## config.mk

```make
export PLATFORM = sky130hd
export DESIGN_NAME = riscv_load_store_unit_flat
export DESIGN_NICKNAME = d
export VERILOG_FILES = /design/src/rtl/riscv_load_store_unit_if.sv /design/src/rtl/riscv_load_store_unit.sv /design/src/flat_wrapper.sv
export SDC_FILE = /design/constraint.sdc
export NUM_CORES = 1
export LEC_CHECK = 0
export BUFFER_PORTS_ARGS = -buffer_cell sky130_fd_sc_hd__clkbuf_2
export CORE_ASPECT_RATIO = 0.75
export CORE_UTILIZATION = 42
export DETAILED_ROUTE_END_ITERATION = 6
export HOLD_SLACK_MARGIN = 0.12
export PLACE_DENSITY = 0.79
export SYNTH_ARGS = -nofsm -noshare
export SYNTH_HDL_FRONTEND = slang
export SYNTH_SLANG_ARGS = --single-unit
export TNS_END_PERCENT = 5
```

## constraint.sdc

```tcl
create_clock -name clk -period 1.7 [get_ports clk]
set_input_delay 0 -clock clk [delete_from_list [all_inputs] [get_ports clk]]
set_output_delay 0 -clock clk [all_outputs]
set_load 0.005 [all_outputs]
```

## src/rtl/riscv_load_store_unit_if.sv

```systemverilog
// Request, memory-port and write-back signals of the RISC-V load/store unit.
// master = execute stage plus memory; slave = the LSU itself.
interface riscv_load_store_unit_if #(
   parameter int ADDR_W = 32
);
   // A request transfers on a rising edge where req_valid && req_ready. The master
   // holds req_valid and all req_* fields stable until that edge. It may change them afterwards.
   logic              req_valid;
   logic              req_ready;
   logic              req_store;
   logic [2:0]        req_funct3;
   logic [ADDR_W-1:0] req_addr;
   logic [31:0]       req_wdata;
   logic [4:0]        req_rd;

   logic [ADDR_W-1:0] mem_addr;
   logic              mem_rstrb;
   logic [3:0]        mem_wmask;
   logic [31:0]       mem_wdata;
   logic [31:0]       mem_rdata;
   logic              mem_ack;

   logic              done;
   logic              wb_valid;
   logic [4:0]        wb_rd;
   logic [31:0]       wb_data;
   logic              err;

   modport master (
      output req_valid, req_store, req_funct3, req_addr, req_wdata, req_rd,
      input  req_ready,
      input  mem_addr, mem_rstrb, mem_wmask, mem_wdata,
      output mem_rdata, mem_ack,
      input  done, wb_valid, wb_rd, wb_data, err
   );

   modport slave (
      input  req_valid, req_store, req_funct3, req_addr, req_wdata, req_rd,
      output req_ready,
      output mem_addr, mem_rstrb, mem_wmask, mem_wdata,
      input  mem_rdata, mem_ack,
      output done, wb_valid, wb_rd, wb_data, err
   );
endinterface

```

## src/rtl/riscv_load_store_unit.sv

```systemverilog
// Memory stage: one byte/half/word load or store per request on a word-wide port.
// Define MISALIGN_TRAP_EN to trap misaligned H/W accesses instead of performing them.
module riscv_load_store_unit #(
   parameter int ADDR_W = 32
) (
   input  logic                    clk,
   input  logic                    resetn,
   riscv_load_store_unit_if.slave  bus,
   output logic [1:0]              state_o
);

   typedef enum logic [1:0] {
      IDLE  = 2'd0,
      ISSUE = 2'd1,
      WAIT  = 2'd2,
      RESP  = 2'd3
   } state_e;

   state_e            state_q, state_d;
   logic              accept;
   logic              misalign;
   logic              trap_q;
   logic              store_q;
   logic [2:0]        funct3_q;
   logic [1:0]        a_q;
   logic [ADDR_W-1:0] mem_addr_q;
   logic [31:0]       mem_wdata_q;
   logic [3:0]        wmask_q;
   logic [4:0]        wb_rd_q;
   logic [31:0]       wb_data_q;
   logic [3:0]        lane_mask;
   logic [31:0]       lane_data;
   logic [7:0]        ld_b;
   logic [15:0]       ld_h;
   logic [31:0]       load_ext;

   assign accept  = bus.req_valid && (state_q == IDLE);
   assign state_o = state_q;

`ifdef MISALIGN_TRAP_EN
   always_comb begin
      case (bus.req_funct3[1:0])
         2'b00:   misalign = 1'b0;
         2'b01:   misalign = bus.req_addr[0];
         default: misalign = |bus.req_addr[1:0];
      endcase
   end
`else
   assign misalign = 1'b0;
   assign trap_q   = 1'b0;
`endif

   // Store lanes: data is replicated so any enabled byte lane sees the right value.
   always_comb begin
      lane_mask = 4'b1111;
      lane_data = bus.req_wdata;
      case (bus.req_funct3[1:0])
         2'b00: begin
            lane_mask = 4'b0001 << bus.req_addr[1:0];
            lane_data = {4{bus.req_wdata[7:0]}};
         end
         2'b01: begin
            lane_mask = 4'b0011 << {bus.req_addr[1], 1'b0};
            lane_data = {2{bus.req_wdata[15:0]}};
         end
         default: ;
      endcase
   end

   always_comb begin
      ld_b = bus.mem_rdata[{a_q, 3'b000} +: 8];
      ld_h = bus.mem_rdata[{a_q[1], 4'b0000} +: 16];
      case (funct3_q[1:0])
         2'b00:   load_ext = funct3_q[2] ? {24'd0, ld_b} : {{24{ld_b[7]}}, ld_b};
         2'b01:   load_ext = funct3_q[2] ? {16'd0, ld_h} : {{16{ld_h[15]}}, ld_h};
         default: load_ext = bus.mem_rdata;
      endcase
   end

   always_ff @(posedge clk) begin
      if (!resetn) state_q <= IDLE;
      else         state_q <= state_d;
   end

   always_comb begin
      state_d       = state_q;
      bus.req_ready = 1'b0;
      bus.mem_rstrb = 1'b0;
      bus.mem_wmask = 4'b0000;
      bus.done      = 1'b0;
      bus.wb_valid  = 1'b0;
      bus.err       = 1'b0;
      case (state_q)
         IDLE: begin
            bus.req_ready = 1'b1;
            if (bus.req_valid) state_d = misalign ? RESP : ISSUE;
         end
         ISSUE: begin
            bus.mem_rstrb = !store_q;
            bus.mem_wmask = store_q ? wmask_q : 4'b0000;
            state_d       = bus.mem_ack ? RESP : WAIT;
         end
         WAIT: begin
            if (bus.mem_ack) state_d = RESP;
         end
         RESP: begin
            bus.done     = 1'b1;
            bus.wb_valid = !store_q && !trap_q;
            bus.err      = trap_q;
            state_d      = IDLE;
         end
         default: state_d = IDLE;
      endcase
   end

   always_ff @(posedge clk) begin
      if (!resetn) begin
         store_q     <= 1'b0;
         funct3_q    <= 3'd0;
         a_q         <= 2'd0;
         mem_addr_q  <= '0;
         mem_wdata_q <= 32'd0;
         wmask_q     <= 4'd0;
         wb_rd_q     <= 5'd0;
         wb_data_q   <= 32'd0;
`ifdef MISALIGN_TRAP_EN
         trap_q      <= 1'b0;
`endif
      end else begin
         if (accept) begin
            store_q     <= bus.req_store;
            funct3_q    <= bus.req_funct3;
            a_q         <= bus.req_addr[1:0];
            mem_addr_q  <= {bus.req_addr[ADDR_W-1:2], 2'b00};
            mem_wdata_q <= lane_data;
            wmask_q     <= lane_mask;
            wb_rd_q     <= bus.req_rd;
`ifdef MISALIGN_TRAP_EN
            trap_q      <= misalign;
`endif
         end
         if ((state_q == ISSUE || state_q == WAIT) && bus.mem_ack && !store_q)
            wb_data_q <= load_ext;
      end
   end

   assign bus.mem_addr  = mem_addr_q;
   assign bus.mem_wdata = mem_wdata_q;
   assign bus.wb_rd     = wb_rd_q;
   assign bus.wb_data   = wb_data_q;

endmodule

```

## src/flat_wrapper.sv

```systemverilog
// flat-port wrapper written by rule: the top's interface ports become plain ports
module riscv_load_store_unit_flat 
#(
   parameter int ADDR_W = 32
)
  (clk, resetn, state_o, bus_req_valid, bus_req_store, bus_req_funct3, bus_req_addr, bus_req_wdata, bus_req_rd, bus_req_ready, bus_mem_addr, bus_mem_rstrb, bus_mem_wmask, bus_mem_wdata, bus_mem_rdata, bus_mem_ack, bus_done, bus_wb_valid, bus_wb_rd, bus_wb_data, bus_err);
  riscv_load_store_unit_if #(.ADDR_W(ADDR_W)) bus_i ();
  input  logic clk;
  input  logic resetn;
  output logic [1:0] state_o;
  input wire logic [$bits(bus_i.req_valid)-1:0] bus_req_valid;
  input wire logic [$bits(bus_i.req_store)-1:0] bus_req_store;
  input wire logic [$bits(bus_i.req_funct3)-1:0] bus_req_funct3;
  input wire logic [$bits(bus_i.req_addr)-1:0] bus_req_addr;
  input wire logic [$bits(bus_i.req_wdata)-1:0] bus_req_wdata;
  input wire logic [$bits(bus_i.req_rd)-1:0] bus_req_rd;
  output wire logic [$bits(bus_i.req_ready)-1:0] bus_req_ready;
  output wire logic [$bits(bus_i.mem_addr)-1:0] bus_mem_addr;
  output wire logic [$bits(bus_i.mem_rstrb)-1:0] bus_mem_rstrb;
  output wire logic [$bits(bus_i.mem_wmask)-1:0] bus_mem_wmask;
  output wire logic [$bits(bus_i.mem_wdata)-1:0] bus_mem_wdata;
  input wire logic [$bits(bus_i.mem_rdata)-1:0] bus_mem_rdata;
  input wire logic [$bits(bus_i.mem_ack)-1:0] bus_mem_ack;
  output wire logic [$bits(bus_i.done)-1:0] bus_done;
  output wire logic [$bits(bus_i.wb_valid)-1:0] bus_wb_valid;
  output wire logic [$bits(bus_i.wb_rd)-1:0] bus_wb_rd;
  output wire logic [$bits(bus_i.wb_data)-1:0] bus_wb_data;
  output wire logic [$bits(bus_i.err)-1:0] bus_err;
  assign bus_i.req_valid = bus_req_valid;
  assign bus_i.req_store = bus_req_store;
  assign bus_i.req_funct3 = bus_req_funct3;
  assign bus_i.req_addr = bus_req_addr;
  assign bus_i.req_wdata = bus_req_wdata;
  assign bus_i.req_rd = bus_req_rd;
  assign bus_req_ready = bus_i.req_ready;
  assign bus_mem_addr = bus_i.mem_addr;
  assign bus_mem_rstrb = bus_i.mem_rstrb;
  assign bus_mem_wmask = bus_i.mem_wmask;
  assign bus_mem_wdata = bus_i.mem_wdata;
  assign bus_i.mem_rdata = bus_mem_rdata;
  assign bus_i.mem_ack = bus_mem_ack;
  assign bus_done = bus_i.done;
  assign bus_wb_valid = bus_i.wb_valid;
  assign bus_wb_rd = bus_i.wb_rd;
  assign bus_wb_data = bus_i.wb_data;
  assign bus_err = bus_i.err;
  riscv_load_store_unit #(.ADDR_W(ADDR_W)) u_core (.clk(clk), .resetn(resetn), .bus(bus_i), .state_o(state_o));
endmodule
```

==> results.md <==
* Combinational power share at 38.9%
* Cell Int Power at 6.122 mW
* CTS tree: built
* Clk Latency, worst-skew pair at between 300 and 400 ps
* Vias per Instance at around 5.2
* DR iter-0 viols at between 400 and 500
* Antenna Nets Post-Route at 0
* Worst slew pin tran at 503.8 ps
* Post-synthesis sequential area ratio at a little under half
* Clock power frac at roughly 22%
* Sw Share at a little over a third
* Pwr/cell area at 1279 mW/mm²
* Yosys top cell area share at between 40 and 50%
* Remaining Overflow, GRT at 0
* Post-detail-place hpwl at 9987 µm
* Max Clock Freq at 598.8 MHz
* Final hold slack at 127.9 ps
* Vias in the first global route at 5140
* Pins Over Slew Limit at 0
* Worst Setup Start Kind: flip-flop
* WHS Path Cells at 4
* H-tree Lvls at 3
* CTS root buf: clkbuf_16
* Max IR drop VDD at 0.9613 mV
* Synthesized area at 0.004835 mm²
* CP Data Required Time at 1910 ps
* Vias at about 5400
* Critical path arrival at 1880 ps
* Final period utilization at about 100%
* Nets at 1016
* Max clock buf depth at 2
* FF-to-FF setup slack at 30 ps
* Min Tclk post-route at 1670 ps
* Row count at 33
* Fin util at 67.39%
* DP Worst Slack at 44.67 ps
* Outcome: completed
* Initial Util at 43.69%
* Clock skew at about 6.8 ps
* Post-synthesis register bit count at about 110
* Die height at 94.92 µm
* Max FO, Critical Path at 16
* Setup TNS at 0 ps
* R2R cell count at 5
* DRT Pass-1 Iters at 5
* CTS buffer count at 9
* Netlist cell types at between 40 and 50
* Setup-failing EPs final at 0
* Core area at 0.01107 mm²
* IO Pins at around 220
* Syn. warnings at 0
* Antenna violations before repair at 1
* DR WL/cell at ~16 µm
* Layout cell share with drive strength beyond 1 at 29.99%
* Aggregate global-route resource usage at 26.87%
* Remaining DRCs at 0
* Async set-or-reset flop fraction in the synthesized netlist at 0%
* Port Buffers at 217
* Switching power total at around 3.4 mW
* Most frequent cells in the layout: 217 x clkbuf_2, 159 x nand2_1, 110 x dfxtp_1
* Static Leak at 3.392 nW
* Clock sink total at roughly 110
* Synth area leaders: dfxtp_1 46%, nand2_1 12%, a21oi_1 8.4%
* Postcts setup bufs at 0
* Fin. Hold Viols at 0
* First-pass GRT wire length at 25430 µm
* Worst setup EP type: flip-flop
* GPL Wtd Cong at approximately 0.9
* Clock slew at reported path FFs at 70 ps
* Ys flop type: dfxtp_1
* Placed Cells at 927
* Max-Cap Viols at 0
* Hold Crit Class: in -> reg
* Syn Area/Cell at between 8 and 9 µm²
* Sequential share of power at 38.8%
* Largest net degree at the start of global routing at 70
* Relative slew slack at 66.29%
* Unrepaired setup endpoints after global routing: true
* Crit Path Category: reg -> reg
* Area grow syn2layout at 54.24%
* Cells after Synth at 595
* Setup slack after layout at 29.88 ps
* Post-synth EDFFs at 0
* Final wirelength at between 15000 and 20000 µm
* Leading cell type in the layout, fill and taps excluded: clkbuf_2
* Die ar. at 0.01195 mm²
* Area leader, netlist: dfxtp_1
* Die W at 125.9 µm
* Fin cells at 1048
* Fillers at 869
[synth_stat cells (all sizes together) (3+ instances only)]
cell type / count
a211oi: 9
a21oi: 81
a221oi: 3
a22oi: 9
a311oi: 8
a32o: 7
and3: 5
buf: 13
clkbuf: 35
dfxtp: 111
ha: 5
inv: 7
mux2: 7
mux2i: 27
nand2: 160
nand2b: 9
nor2: 22
nor2b: 4
nor3b: 3
o21ai: 47
o31a: 5
[routing by layer]
layer,up-vias,track usage [%],share of wire (%),wire length (µm)
met4,0,11.45,3.4,561
met3,53,6.572,7.1,1167
li1,2661,-,-,-
met2,251,43.09,45,7447
met1,2452,34.67,44,7196
met5,-,0,0,0
[critical path: stages, from the launching register on]
cell and delay [ps]:
dfxtp_1 330, inv_1 90, ha_1 320, nor3b_2 260, o31a_2 420, a21oi_1 130
[final cells by class]
| class | count | area (µm²) | share of cell area, % |
|---|---|---|---|
| Multi-Input combinational cell | 431 | 2397 | 32.15 |
| Timing Repair Buffer | 342 | 2335 | 31.31 |
| Sequential cell | 111 | 2223 | 29.82 |
| Clock buffer | 10 | 229.0 | 3.070 |
| Tap cell | 140 | 175.2 | 2.349 |
| Clock inverter | 6 | 68.82 | 0.9228 |
| Inverter | 7 | 26.28 | 0.3523 |
| Antenna cell | 1 | 2.502 | 0.03356 |
[sequential cells by signal, summed over array words and instances, names as in the netlist]
register              count
u_core.wmask_q            4
u_core.bus.mem_addr      30
u_core.bus.wb_rd          5
u_core.bus.mem_wdata     32
u_core.funct3_q           3
u_core.state_o            2
u_core.a_q                2
u_core.store_q            1
u_core.bus.wb_data       32
[through the flow]
stage          instance area (µm²)  power (mW)
2_1_floorplan                 4847       5.650
3_3_place_gp                  6112       7.104
3_5_place_dp                  6112       7.148
4_1_cts                       7451       9.462
5_1_grt                       7457       10.14
6_report                      7457       9.535
[power groups by stage]
stage | clock network, mW | registers [mW] | logic, mW
finish | 2.13 | 3.70 | 3.71
CTS | 2.16 | 3.69 | 3.61
floorplan | 0 | 3.76 | 1.89
detailed placement | 0 | 3.73 | 3.42
global placement | 0 | 3.72 | 3.39
global route | 2.26 | 3.79 | 4.08
[path summary, 6_finish.rpt]
check | from | endpoint
min | bus_mem_rdata[7] | u_core.bus.wb_data[7]
min reg2reg | u_core.bus.mem_addr[7] | u_core.bus.mem_addr[7]
max | u_core.state_o[0] | u_core.bus.wb_data[22]
max reg2reg | u_core.state_o[0] | u_core.bus.wb_data[22]
[what timing repair did]
item	4_1_cts	5_1_grt
hold buffers	104	0
hold endpoints to repair	106	0
setup endpoints to repair	0	28
gates resized for setup	0	2
[cell families after synthesis]
group | after synthesis | synth area share, %
buf+inv | 55 | 4.839
other cells | 1 | 0.07757
fa+ha+maj | 5 | 1.294
flops | 111 | 45.96
compound gates | 178 | 22.23
simple gates | 211 | 18.22
mux | 34 | 7.376
(Power assumes the default switching activity.)
